===== config.mk =====
export PLATFORM = sky130hd
export DESIGN_NAME = ef_apb_master_arb
export DESIGN_NICKNAME = d
export VERILOG_FILES = /design/src/rtl/ef_apb_arb_pkg.sv /design/src/rtl/ef_rr_arbiter.sv /design/src/rtl/ef_apb_master_arb.sv
export SDC_FILE = /design/constraint.sdc
export NUM_CORES = 1
export LEC_CHECK = 0
export CORE_MARGIN = 4
export CORE_UTILIZATION = 39
export DETAILED_ROUTE_END_ITERATION = 8
export PLACE_DENSITY = 0.93
export SYNTH_ARGS = -nofsm -noshare
export SYNTH_HDL_FRONTEND = slang
export SYNTH_SLANG_ARGS = --single-unit

===== constraint.sdc =====
create_clock -name PCLK -period 1.8 [get_ports PCLK]
set_input_delay 0.45 -clock PCLK [delete_from_list [all_inputs] [get_ports PCLK]]
set_output_delay 0.45 -clock PCLK [all_outputs]
set_load 0.01 [all_outputs]

===== src/rtl/ef_apb_arb_pkg.sv =====
// Shared types and constants for the round-robin APB master arbiter.
package ef_apb_arb_pkg;

  typedef enum logic [1:0] {
    IDLE   = 2'd0,
    SETUP  = 2'd1,
    ACCESS = 2'd2
  } state_t;

  localparam logic [31:0] TIMEOUT_DATA = 32'hDEAD_BEEF;

  function automatic int clog2(input int value);
    int r;
    r = 0;
    for (int i = 0; i < 31; i++) begin
      if ((1 << i) < value) r = i + 1;
    end
    return r;
  endfunction

endpackage


===== src/rtl/ef_rr_arbiter.sv =====
// Combinational round-robin picker: first asserted request at or after ptr, wrapping.
module ef_rr_arbiter
  import ef_apb_arb_pkg::*;
#(
  parameter  int NUM_REQ = 2,
  localparam int IW      = clog2(NUM_REQ)
) (
  input  logic [NUM_REQ-1:0] req,
  input  logic [IW-1:0]      ptr,
  output logic [NUM_REQ-1:0] gnt,
  output logic [IW-1:0]      gnt_idx
);

  logic          hit_hi;
  logic          hit_lo;
  logic [IW-1:0] idx_hi;
  logic [IW-1:0] idx_lo;

  // Descending scan so the lowest index in each half is the one left standing.
  always_comb begin
    hit_hi = 1'b0;
    hit_lo = 1'b0;
    idx_hi = '0;
    idx_lo = '0;
    for (int i = NUM_REQ - 1; i >= 0; i--) begin
      if (req[i]) begin
        if (i >= int'(ptr)) begin
          hit_hi = 1'b1;
          idx_hi = IW'(i);
        end else begin
          hit_lo = 1'b1;
          idx_lo = IW'(i);
        end
      end
    end
    gnt_idx = hit_hi ? idx_hi : idx_lo;
    gnt     = (hit_hi || hit_lo) ? (NUM_REQ'(1) << gnt_idx) : '0;
  end

endmodule


===== src/rtl/ef_apb_master_arb.sv =====
// Round-robin arbiter + APB3 master sequencer shared by NUM_REQ requesters.
// Optional PREADY wait timeout enabled by defining EF_APB_ARB_TIMEOUT_EN.
module ef_apb_master_arb
  import ef_apb_arb_pkg::*;
#(
  parameter int NUM_REQ   = 2,
  parameter int AW        = 32,
  parameter int DW        = 32,
  parameter int TO_CYCLES = 255
) (
  input  logic                  PCLK,
  input  logic                  PRESETn,
  input  logic [NUM_REQ-1:0]    req_valid,
  output logic [NUM_REQ-1:0]    req_ready,
  input  logic [NUM_REQ-1:0]    req_write,
  input  logic [NUM_REQ*AW-1:0] req_addr,
  input  logic [NUM_REQ*DW-1:0] req_wdata,
  output logic [NUM_REQ-1:0]    rsp_valid,
  output logic [DW-1:0]         rsp_rdata,
  output logic                  rsp_err,
  output logic [AW-1:0]         PADDR,
  output logic                  PWRITE,
  output logic                  PSEL,
  output logic                  PENABLE,
  output logic [DW-1:0]         PWDATA,
  input  logic [DW-1:0]         PRDATA,
  input  logic                  PREADY
);

  localparam int IW = clog2(NUM_REQ);

  if (NUM_REQ < 2 || NUM_REQ > 8 || TO_CYCLES < 1 || TO_CYCLES > 65535) begin : g_bad_cfg
    $error("ef_apb_master_arb: NUM_REQ must be 2..8 and TO_CYCLES 1..65535");
  end

  state_t               state;
  logic [IW-1:0]        ptr;
  logic [IW-1:0]        gnt_q;
  logic [NUM_REQ-1:0]   gnt_oh;
  logic [IW-1:0]        gnt_idx;

  ef_rr_arbiter #(.NUM_REQ(NUM_REQ)) u_arb (
    .req     (req_valid),
    .ptr     (ptr),
    .gnt     (gnt_oh),
    .gnt_idx (gnt_idx)
  );

  assign req_ready = (state == IDLE) ? gnt_oh : '0;

`ifdef EF_APB_ARB_TIMEOUT_EN
  logic [15:0] wait_cnt;
`else
  assign rsp_err = 1'b0;
`endif

  always_ff @(posedge PCLK or negedge PRESETn) begin
    if (!PRESETn) begin
      state     <= IDLE;
      ptr       <= '0;
      gnt_q     <= '0;
      PADDR     <= '0;
      PWRITE    <= 1'b0;
      PWDATA    <= '0;
      PSEL      <= 1'b0;
      PENABLE   <= 1'b0;
      rsp_valid <= '0;
      rsp_rdata <= '0;
`ifdef EF_APB_ARB_TIMEOUT_EN
      rsp_err   <= 1'b0;
      wait_cnt  <= '0;
`endif
    end else begin
      rsp_valid <= '0;
      case (state)
        IDLE: begin
          if (|req_valid) begin
            PADDR  <= req_addr[int'(gnt_idx)*AW +: AW];
            PWDATA <= req_wdata[int'(gnt_idx)*DW +: DW];
            PWRITE <= req_write[gnt_idx];
            gnt_q  <= gnt_idx;
            PSEL   <= 1'b1;
            state  <= SETUP;
          end
        end
        SETUP: begin
          PENABLE <= 1'b1;
          state   <= ACCESS;
`ifdef EF_APB_ARB_TIMEOUT_EN
          wait_cnt <= '0;
`endif
        end
        ACCESS: begin
          if (PREADY) begin
            PSEL      <= 1'b0;
            PENABLE   <= 1'b0;
            rsp_valid <= NUM_REQ'(1) << gnt_q;
            rsp_rdata <= PWRITE ? '0 : PRDATA;
            ptr       <= (gnt_q == IW'(NUM_REQ - 1)) ? '0 : gnt_q + 1'b1;
            state     <= IDLE;
`ifdef EF_APB_ARB_TIMEOUT_EN
            rsp_err   <= 1'b0;
          end else if (wait_cnt == 16'(TO_CYCLES - 1)) begin
            // Target never answered: abandon and report the canned error word.
            PSEL      <= 1'b0;
            PENABLE   <= 1'b0;
            rsp_valid <= NUM_REQ'(1) << gnt_q;
            rsp_rdata <= DW'(TIMEOUT_DATA);
            rsp_err   <= 1'b1;
            ptr       <= (gnt_q == IW'(NUM_REQ - 1)) ? '0 : gnt_q + 1'b1;
            state     <= IDLE;
          end else begin
            wait_cnt  <= wait_cnt + 16'd1;
`endif
          end
        end
        default: state <= IDLE;
      endcase
    end
  end

endmodule


---- Word level (Yosys, flattened, before mapping) ----
Index checks and enable logic that the tools add are counted.
cells by class
  $add $sub $neg .......................... 1
  order comparisons ....................... 2
  equal/unequal tests ..................... 4
  shift operators ......................... 4
  multiplexer cells ....................... 23
  reduce and logical (&&, ||, !) cells .... 10
operators with widths
  cell                   number
  $shiftx A64 B7 Y32     2
  $mux W32               1
  $mux W1                13
  $mux W2                6
  $reduce_and A2 Y1      4
  $pmux W2 S3            1
  $pmux W1 S2            2
  $reduce_bool A2 Y1     2
  $shl A1 B1 Y2 const A  2
  $reduce_and A3 Y1      1
  $eq A2 B1 Y1 const B   1
  $eq A2 B2 Y1 const B   1
  $logic_not A2 Y1       1
  $lt A1 B2 Y1 const B   1
  $ne A2 B1 Y1 const B   1
  $ne A2 B2 Y1 const B   1
  $reduce_or A2 Y1       1
  $add A1 B1 Y1 const B  1
  $ge A1 B1 Y1 const A   1
  $logic_or A1 B1 Y1     1
word-level totals
  bits in registers ....................... 105
  bits of input ports ..................... 167
  output and inout bits ................... 104
  logic and storage cells ................. 54

---- Longest topological paths before layout ----
Gate-level depths: netlist of run 1.
  word-level depth ........................ 7
  mapped depth ............................ 8
  depth with buffers taken out ............ 3

---- Hierarchy ----
A second synthesis of run 1 with hierarchy kept.
unflattened totals
  cell total of the unflattened synthesis .. 379
  area, all modules ....................... 4,880.9 um^2
by module, submodules not included
  module             times used  cells an instance  area an instance (um^2)  sequential area each (um^2)
  ef_apb_master_arb  1           375                4,854.7                  2,627.5
  ef_rr_arbiter      1           4                  26.3                     0.0

---- Least setup slack after synthesis of run 1 ----
OpenSTA, ideal clock, no wires.
  path kind ............................... input to output
  from .................................... in req_valid[1]
  to ...................................... out req_ready[1]
  data arrival time ....................... 1.368 ns
  required time ........................... 1.350 ns
  path slack .............................. -0.018 ns
  stages on the path ...................... 4
  buffers on the path ..................... 3
  path through ............................ buf_2 -> clkbuf_1 -> clkbuf_1 -> and3_1
between the ends
  longest elaborated chain between the ends .. 7
  elaborated cells on any way between the ends .. 10
  classes of those cells .................. 1 x shift; 8 x mux; 1 x reduce/logical
RTL lines
  item           line                     source
  from (decl)    ef_apb_master_arb.sv:13  input logic [NUM_REQ-1:0] req_valid,
  $mux W1 *      ef_rr_arbiter.sv:26      if (req[i]) begin
  $mux W1        ef_rr_arbiter.sv:27      if (i >= int'(ptr)) begin
  $mux W1        ef_rr_arbiter.sv:26
  $mux W1        ef_rr_arbiter.sv:36      gnt_idx = hit_hi ? idx_hi : idx_lo;
  $shl A1 B1 Y2  ef_rr_arbiter.sv:37      gnt = (hit_hi || hit_lo) ? (NUM_REQ'(1) << gnt_idx) : '0;
  $mux W2 *      ef_rr_arbiter.sv:37
  $mux W2 *      ef_apb_master_arb.sv:49  assign req_ready = (state == IDLE) ? gnt_oh : '0;
  to (decl)      ef_apb_master_arb.sv:14  output logic [NUM_REQ-1:0] req_ready,
Mark *: on every way between the ends. The rest lies on a longest branch, timed or not.

---- Worst setup path after layout of run 1 ----
  from .................................... reg PADDR[7]
  to ...................................... out PADDR[7]
RTL lines
  item                    line                     source
  from (decl)             ef_apb_master_arb.sv:21  output logic [AW-1:0] PADDR,
  from (signal assigned)  ef_apb_master_arb.sv:78  PADDR <= req_addr[int'(gnt_idx)*AW +: AW];
No word-level cell between the ends.

==> results of run 1 <==
## cells in the mapped netlist (all sizes together)
master	n
nand3b	1
dfrtp	105
clkbuf	49
and2	1
a21oi	67
nor2	6
nand2b	33
nor2b	1
a31oi	65
and3	2
a21o	2
nand2	33
inv	3
nand3	65
conb	1
o21ai	98
buf	14
mux2	1
or2	1
## cell families after synthesis
group	after synthesis	synth area share (%)
AO/OA/AOI/OAI	232	25.5
AND/OR/NAND/NOR	143	14.6
flip-flops	105	53.6
buffers and inverters	66	5.98
multiplexers	1	0.230
other	1	0.0765
## worst reg2reg max path, cell delays in order (launching register included)
cell	delay, ps
dfrtp_1	400
nor2_4	160
buf_6	300
and2_2	320
buf_12	220
a31oi_1	140
## power by group
group	total, W	internal, W	switching, W
Sequential	0.00396	0.00339	0.000570
Clock	0.00189	0.00107	0.000822
Combinational	0.00594	0.00311	0.00283
## layer usage
metal	vias to the layer above	wire length, um	global-route usage [%]
met5	-	20	0
met4	2	504	8.38
met3	36	1620	6.97
met2	249	8280	38.4
met1	2480	6440	27.1
li1	2449	-	-
## through the flow
stage	hold WS, ps	instance area, um2	TNS [ps]
after CTS	8.98	8080	0
after floorplan	154	4900	0
after global placement	377	7810	-15160
after global routing	17.8	8090	0
after detailed placement	376	7810	-17040
final	9.92	8090	0
## what timing repair did
| item | 4_1_cts | 5_1_grt |
|---|---|---|
| pin swaps | 1 | 1 |
| setup endpoints to repair | 2 | 37 |
| cloned | 0 | 0 |
| gates resized for setup | 8 | 3 |
| setup buffers | 0 | 1 |
## registers in the layout, summed over array words and instances (netlist names), 2 cells and up
| name | cells |
|---|---|
| rsp_valid | 2 |
| rsp_rdata | 32 |
| state | 2 |
| PADDR | 32 |
| PWDATA | 32 |
## final timing paths
kind | to | cells past startpoint
setup / recovery | PADDR[7] | 1
setup reg to reg | PWDATA[21] | 5
hold reg to reg | rsp_valid[0] | 1
max in group asynchronous | PADDR[27] | 2
hold / removal | rsp_rdata[8] | 1
min in group PCLK | rsp_valid[0] | 1
## cell type report
type | count | area share [%]
Sequential cell | 105 | 32.5
Clock buffer | 11 | 2.88
Clock inverter | 3 | 0.541
Timing Repair Buffer | 297 | 36.6
Tap cell | 168 | 2.60
Inverter | 3 | 0.139
Multi-Input combinational cell | 377 | 24.8
==> impl_metrics.py, run 1 <==
metrics = {
    "run_status": {
        "status": "complete, no violations",
    },
    "route": {
        "drc": 0,
        "vias": 5216,
        "via_per_inst": 5.41,
        "first_iter_violations": 392,
        "drt-total-wl_um": 16900,
        "wl_per_cell_um": 17.5,
        "antenna_left": 0,
        "firstDrtPassIters": 5,
    },
    "worst_setup_path": {
        "startpoint_type": "register",
        "cp_slowest_cell": "clkdlybuf4s50_1",
        "cp.arrival_ps": 1310,
        "crit_buf_inv": 1,
        "critPathLaunch": "PADDR[7]",
        "path_class": "reg2out",
        "r2r_start": "state[1]",
        "crit_required_ps": 1350,
        "cp-end-kind": "output port",
        "crit_path_max_incr_delay_ps": 630,
        "cp_max_fo": 2,
        "reg2reg_slack_ps": 140,
        "path_delay_family": "buffers and inverters",
        "crit_path_cell_trace": "clkdlybuf4s50_1",
    },
    "timing": {
        "rsz0062_at_grt": "no",
        "maxSlewHeadroom_pct": 52.9,
        "fmax_ghz": 0.569,
        "period_minus_slack_ps": 1760,
        "drv_slew": 0,
        "setup_slack_ps": 42.4,
        "finalHoldViolations": 0,
        "worst_slew_pin_slew_ps": 707,
        "fin_skew_ps": 7.35,
        "setup_viol": 0,
        "period_share_pct": 97.6,
    },
    "logic_synthesis": {
        "yosys.cell_types.count": 24,
        "synth_area_per_cell_um2": 8.94,
        "synth_warnings": 0,
        "ys_seq_area_share_pct": 53.6,
        "synth_fp_nets": 715,
        "synth.largest_area_cell": "dfrtp_1",
        "syn-cell-area_mm2": 0.00490,
        "netlist_instances": 548,
        "synth_area_leaders": "dfrtp_1 (54%), o21ai_0 (10%), a31oi_1 (8.3%), a21oi_1 (6.8%), nand3_1 (6.6%)",
        "synth_seq_cells": 105,
        "synth.top_cell.area_share_pct": 53.6,
    },
    "finish": {
        "syn_to_final_growth_pct": 65.1,
        "stdcell_count": 964,
        "fillers": 969,
        "multi_input_area_mm2": 0.00200,
        "fin_util_pct": 66.5,
        "final_common_cell": "clkdlybuf4s50_1",
        "register_area_mm2": 0.00263,
        "finalNetCount": 960,
        "drive_gt1_share_pct": 6.53,
        "diodes": 0,
        "final_cell_mix": "clkdlybuf4s50_1 (264), dfrtp_1 (105), o21ai_0 (98)",
    },
    "clock_tree": {
        "clockBufferDepth": 2,
        "cts-root-buf": "clkbuf_16",
        "cts_buffers": 9,
        "cts_num_sinks": 105,
        "clkLatencyLatePin_ps": 340,
        "clk_pin_slew_worst_paths_ps": 70,
        "hold_buffers": 0,
        "cts_tree": "yes",
        "htreeDepth": 3,
    },
    "global_route": {
        "grt_usage_pct": 22.6,
        "grt_pass1_vias": 5032,
        "antenna_found_initial": 1,
        "grt_max_degree": 66,
        "grt.overflow.total": 0,
        "grt_pass1_wl_um": 26300,
    },
    "job": {
        "cap_violations": 0,
    },
    "place": {
        "dpl.hpwl_um": 12300,
        "place_inst": 949,
        "place_congestion": 0.836,
        "portBuffers": 269,
        "post-place-ws_ps": -425,
    },
    "die": {
        "io_pins": 271,
        "rows": 40,
        "dieArea_mm2": 0.0144,
        "core_mm2": 0.0122,
        "start_util_pct": 40.3,
        "die_w_um": 120,
        "die_y_um": 120,
    },
    "power_and_ir_drop": {
        "ir_drop_mv": 0.649,
        "p_leak_nw": 3.19,
        "power_density_mw_per_mm2": 1460,
        "finalPower_w": 0.0118,
    },
    "worst_hold_path": {
        "hold_class": "in2async",
    },
}
No activity file was read; power rests on OpenSTA's default activity.
==> run 2, diff against run 1 <==
--- a/config.mk
+++ b/config.mk
@@ -7,6 +7,7 @@
 export LEC_CHECK = 0
 export CORE_MARGIN = 4
 export CORE_UTILIZATION = 39
+export CTS_CLUSTER_DIAMETER = 150
 export DETAILED_ROUTE_END_ITERATION = 8
 export PLACE_DENSITY = 0.93
 export SYNTH_ARGS = -nofsm -noshare
==> results of run 2 <==
Same layout as run 1: the final DEF is identical, and so are final timing and power.
==> run 3, diff against run 2 <==
--- a/config.mk
+++ b/config.mk
@@ -10,6 +10,7 @@
 export CTS_CLUSTER_DIAMETER = 150
 export DETAILED_ROUTE_END_ITERATION = 8
 export PLACE_DENSITY = 0.93
+export RECOVER_POWER = 50
 export SYNTH_ARGS = -nofsm -noshare
 export SYNTH_HDL_FRONTEND = slang
 export SYNTH_SLANG_ARGS = --single-unit
==> impl_metrics.py, run 3 (synthesized netlist as in run 1, its figures left out) <==
metrics = {
    "run_status": {
        "status": "complete, no violations",
    },
    "power_and_ir_drop": {
        "finalPower_w": 0.0118,
        "p_comb_share_pct": 50.3,
        "internal-power_w": 0.00756,
        "ir_drop_mv": 0.649,
        "share_seq_of_total_power_pct": 33.7,
        "power_density_mw_per_mm2": 1460,
        "switching_power_w": 0.00421,
        "clockPowerShare_pct": 16.0,
        "p_sw_share_pct": 35.8,
        "p_leak_nw": 3.18,
    },
    "finish": {
        "reg_top3": "PADDR x32, PWDATA x32, rsp_rdata x32",
        "finalNetCount": 960,
        "final_cell_mix": "clkdlybuf4s50_1 (263), dfrtp_1 (105), o21ai_0 (98)",
        "final_area_mm2": 0.00807,
        "fin_util_pct": 66.4,
        "stdcell_count": 964,
        "diodes": 0,
        "drive_gt1_share_pct": 6.28,
        "syn_to_final_growth_pct": 64.8,
        "final_common_cell": "clkdlybuf4s50_1",
    },
    "worst_setup_path": {
        "cp.arrival_ps": 1310,
        "cp_max_fo": 2,
        "reg2reg_to": "PWDATA[21]",
        "crit_path_cell_trace": "clkdlybuf4s50_1",
        "path_class": "reg2out",
        "r2r_start": "state[1]",
        "r2r_cells": 5,
        "cp-end-kind": "output port",
        "crit_buf_inv": 1,
        "crit_required_ps": 1350,
        "crit_path_max_incr_delay_ps": 630,
        "path_delay_family": "buffers and inverters",
        "startpoint_type": "register",
        "cp_slowest_cell": "clkdlybuf4s50_1",
        "reg2reg_slack_ps": 140,
    },
    "global_route": {
        "grt_usage_pct": 22.6,
        "grt_max_degree": 66,
        "grt.overflow.total": 0,
        "grt_pass1_wl_um": 26300,
        "antenna_found_initial": 1,
        "grt_pass1_vias": 5032,
    },
    "route": {
        "vias": 5218,
        "via_per_inst": 5.41,
        "drt-total-wl_um": 16800,
        "antenna_left": 0,
        "wl_per_cell_um": 17.5,
        "routed.top_layer": "met5",
        "firstDrtPassIters": 5,
        "m1WireLength_um": 6420,
        "first_iter_violations": 370,
        "drc": 0,
        "met3_length_um": 1640,
        "wl_met2_um": 8250,
    },
    "die": {
        "rows": 40,
        "io_pins": 271,
        "die_w_um": 120,
        "core_mm2": 0.0122,
        "dieArea_mm2": 0.0144,
        "start_util_pct": 40.3,
        "die_y_um": 120,
    },
    "clock_tree": {
        "htreeDepth": 3,
        "cts_num_sinks": 105,
        "hold_buffers": 0,
        "cts-root-buf": "clkbuf_16",
        "cts_buffers": 9,
        "clk_pin_slew_worst_paths_ps": 70,
        "cts_tree": "yes",
        "clkLatencyLatePin_ps": 340,
        "clockBufferDepth": 2,
    },
    "timing": {
        "worst_slew_pin_slew_ps": 1350,
        "drv_slew": 0,
        "rsz0062_at_grt": "no",
        "fin_skew_ps": 8.68,
        "setup_viol": 0,
        "period_share_pct": 97.7,
        "period_minus_slack_ps": 1760,
        "finalHoldViolations": 0,
        "maxSlewHeadroom_pct": 10.2,
        "fmax_ghz": 0.568,
    },
    "worst_hold_path": {
        "hold_class": "in2async",
    },
    "place": {
        "portBuffers": 269,
        "dpl.hpwl_um": 12300,
        "place_congestion": 0.836,
        "place_inst": 949,
        "postPlaceCellArea_mm2": 0.00781,
    },
    "job": {
        "cap_violations": 0,
    },
}
## run 3: changes by cell type in the layout (fill, tap and decap cells not counted)
cell,previous run,this run
buf_12,6,5
buf_4,22,18
buf_6,1,2
clkbuf_1,2,4
clkbuf_2,0,1
clkbuf_4,0,1
clkdlybuf4s50_1,264,263
dlygate4sd3_1,0,1
## run 3: worst max-delay path by stage
stage | slack, ps | cells after the start | end | start
after detailed placement | -420 | 3 | req_ready[0] | req_valid[0]
after CTS | 1 | 3 | req_ready[0] | state[0]
after floorplan | 10 | 4 | req_ready[1] | state[1]
after global placement | -410 | 3 | req_ready[0] | req_valid[0]
after global routing | 3 | 1 | PADDR[7] | PADDR[7]
final | 40 | 1 | PADDR[7] | PADDR[7]
## run 3: power by group through the flow
stage	logic (W)	registers [W]	clock network (W)
2_1_floorplan	0.00225	0.00442	0
3_3_place_gp	0.00586	0.00393	0
3_5_place_dp	0.00597	0.00400	0
4_1_cts	0.00597	0.00397	0.00194
5_1_grt	0.00643	0.00410	0.00203
6_report	0.00593	0.00396	0.00188
## run 3: cell type report
type                       count  area [um2]
inverter                       3        11.3
clock inverter                 3        43.8
clock buffer                  11         233
fill                         974        4090
sequential                   105        2630
tap                          168         210
timing repair buffer         297        2940
multi-input combinational    377        2000
## run 3: what timing repair did
item | in CTS | in global routing
gates resized for setup | 8 | 3
setup endpoints to repair | 2 | 37
pin swaps | 1 | 1
setup buffers | 0 | 1
## run 3: per-stage QoR
step / hold WS, ps / worst slack [ps] / setup TNS, ps
2_1_floorplan: 154 / 13.6 / 0
3_3_place_gp: 377 / -412 / -15160
3_5_place_dp: 376 / -425 / -17040
4_1_cts: 8.98 / 1.19 / 0
5_1_grt: 501 / 3.25 / 0
6_report: 400 / 40.6 / 0
## run 3: metal layers
metal	vias up	global-route usage, %
li1	2446	-
met1	2469	27.1
met2	266	38.4
met3	35	6.97
met4	2	8.38
met5	-	0
## run 3: worst reg2reg max path: stages, from the launching register on
cell,delay (ps)
dfrtp_1,400
nor2_4,160
buf_6,300
and2_2,310
buf_12,220
a31oi_1,140
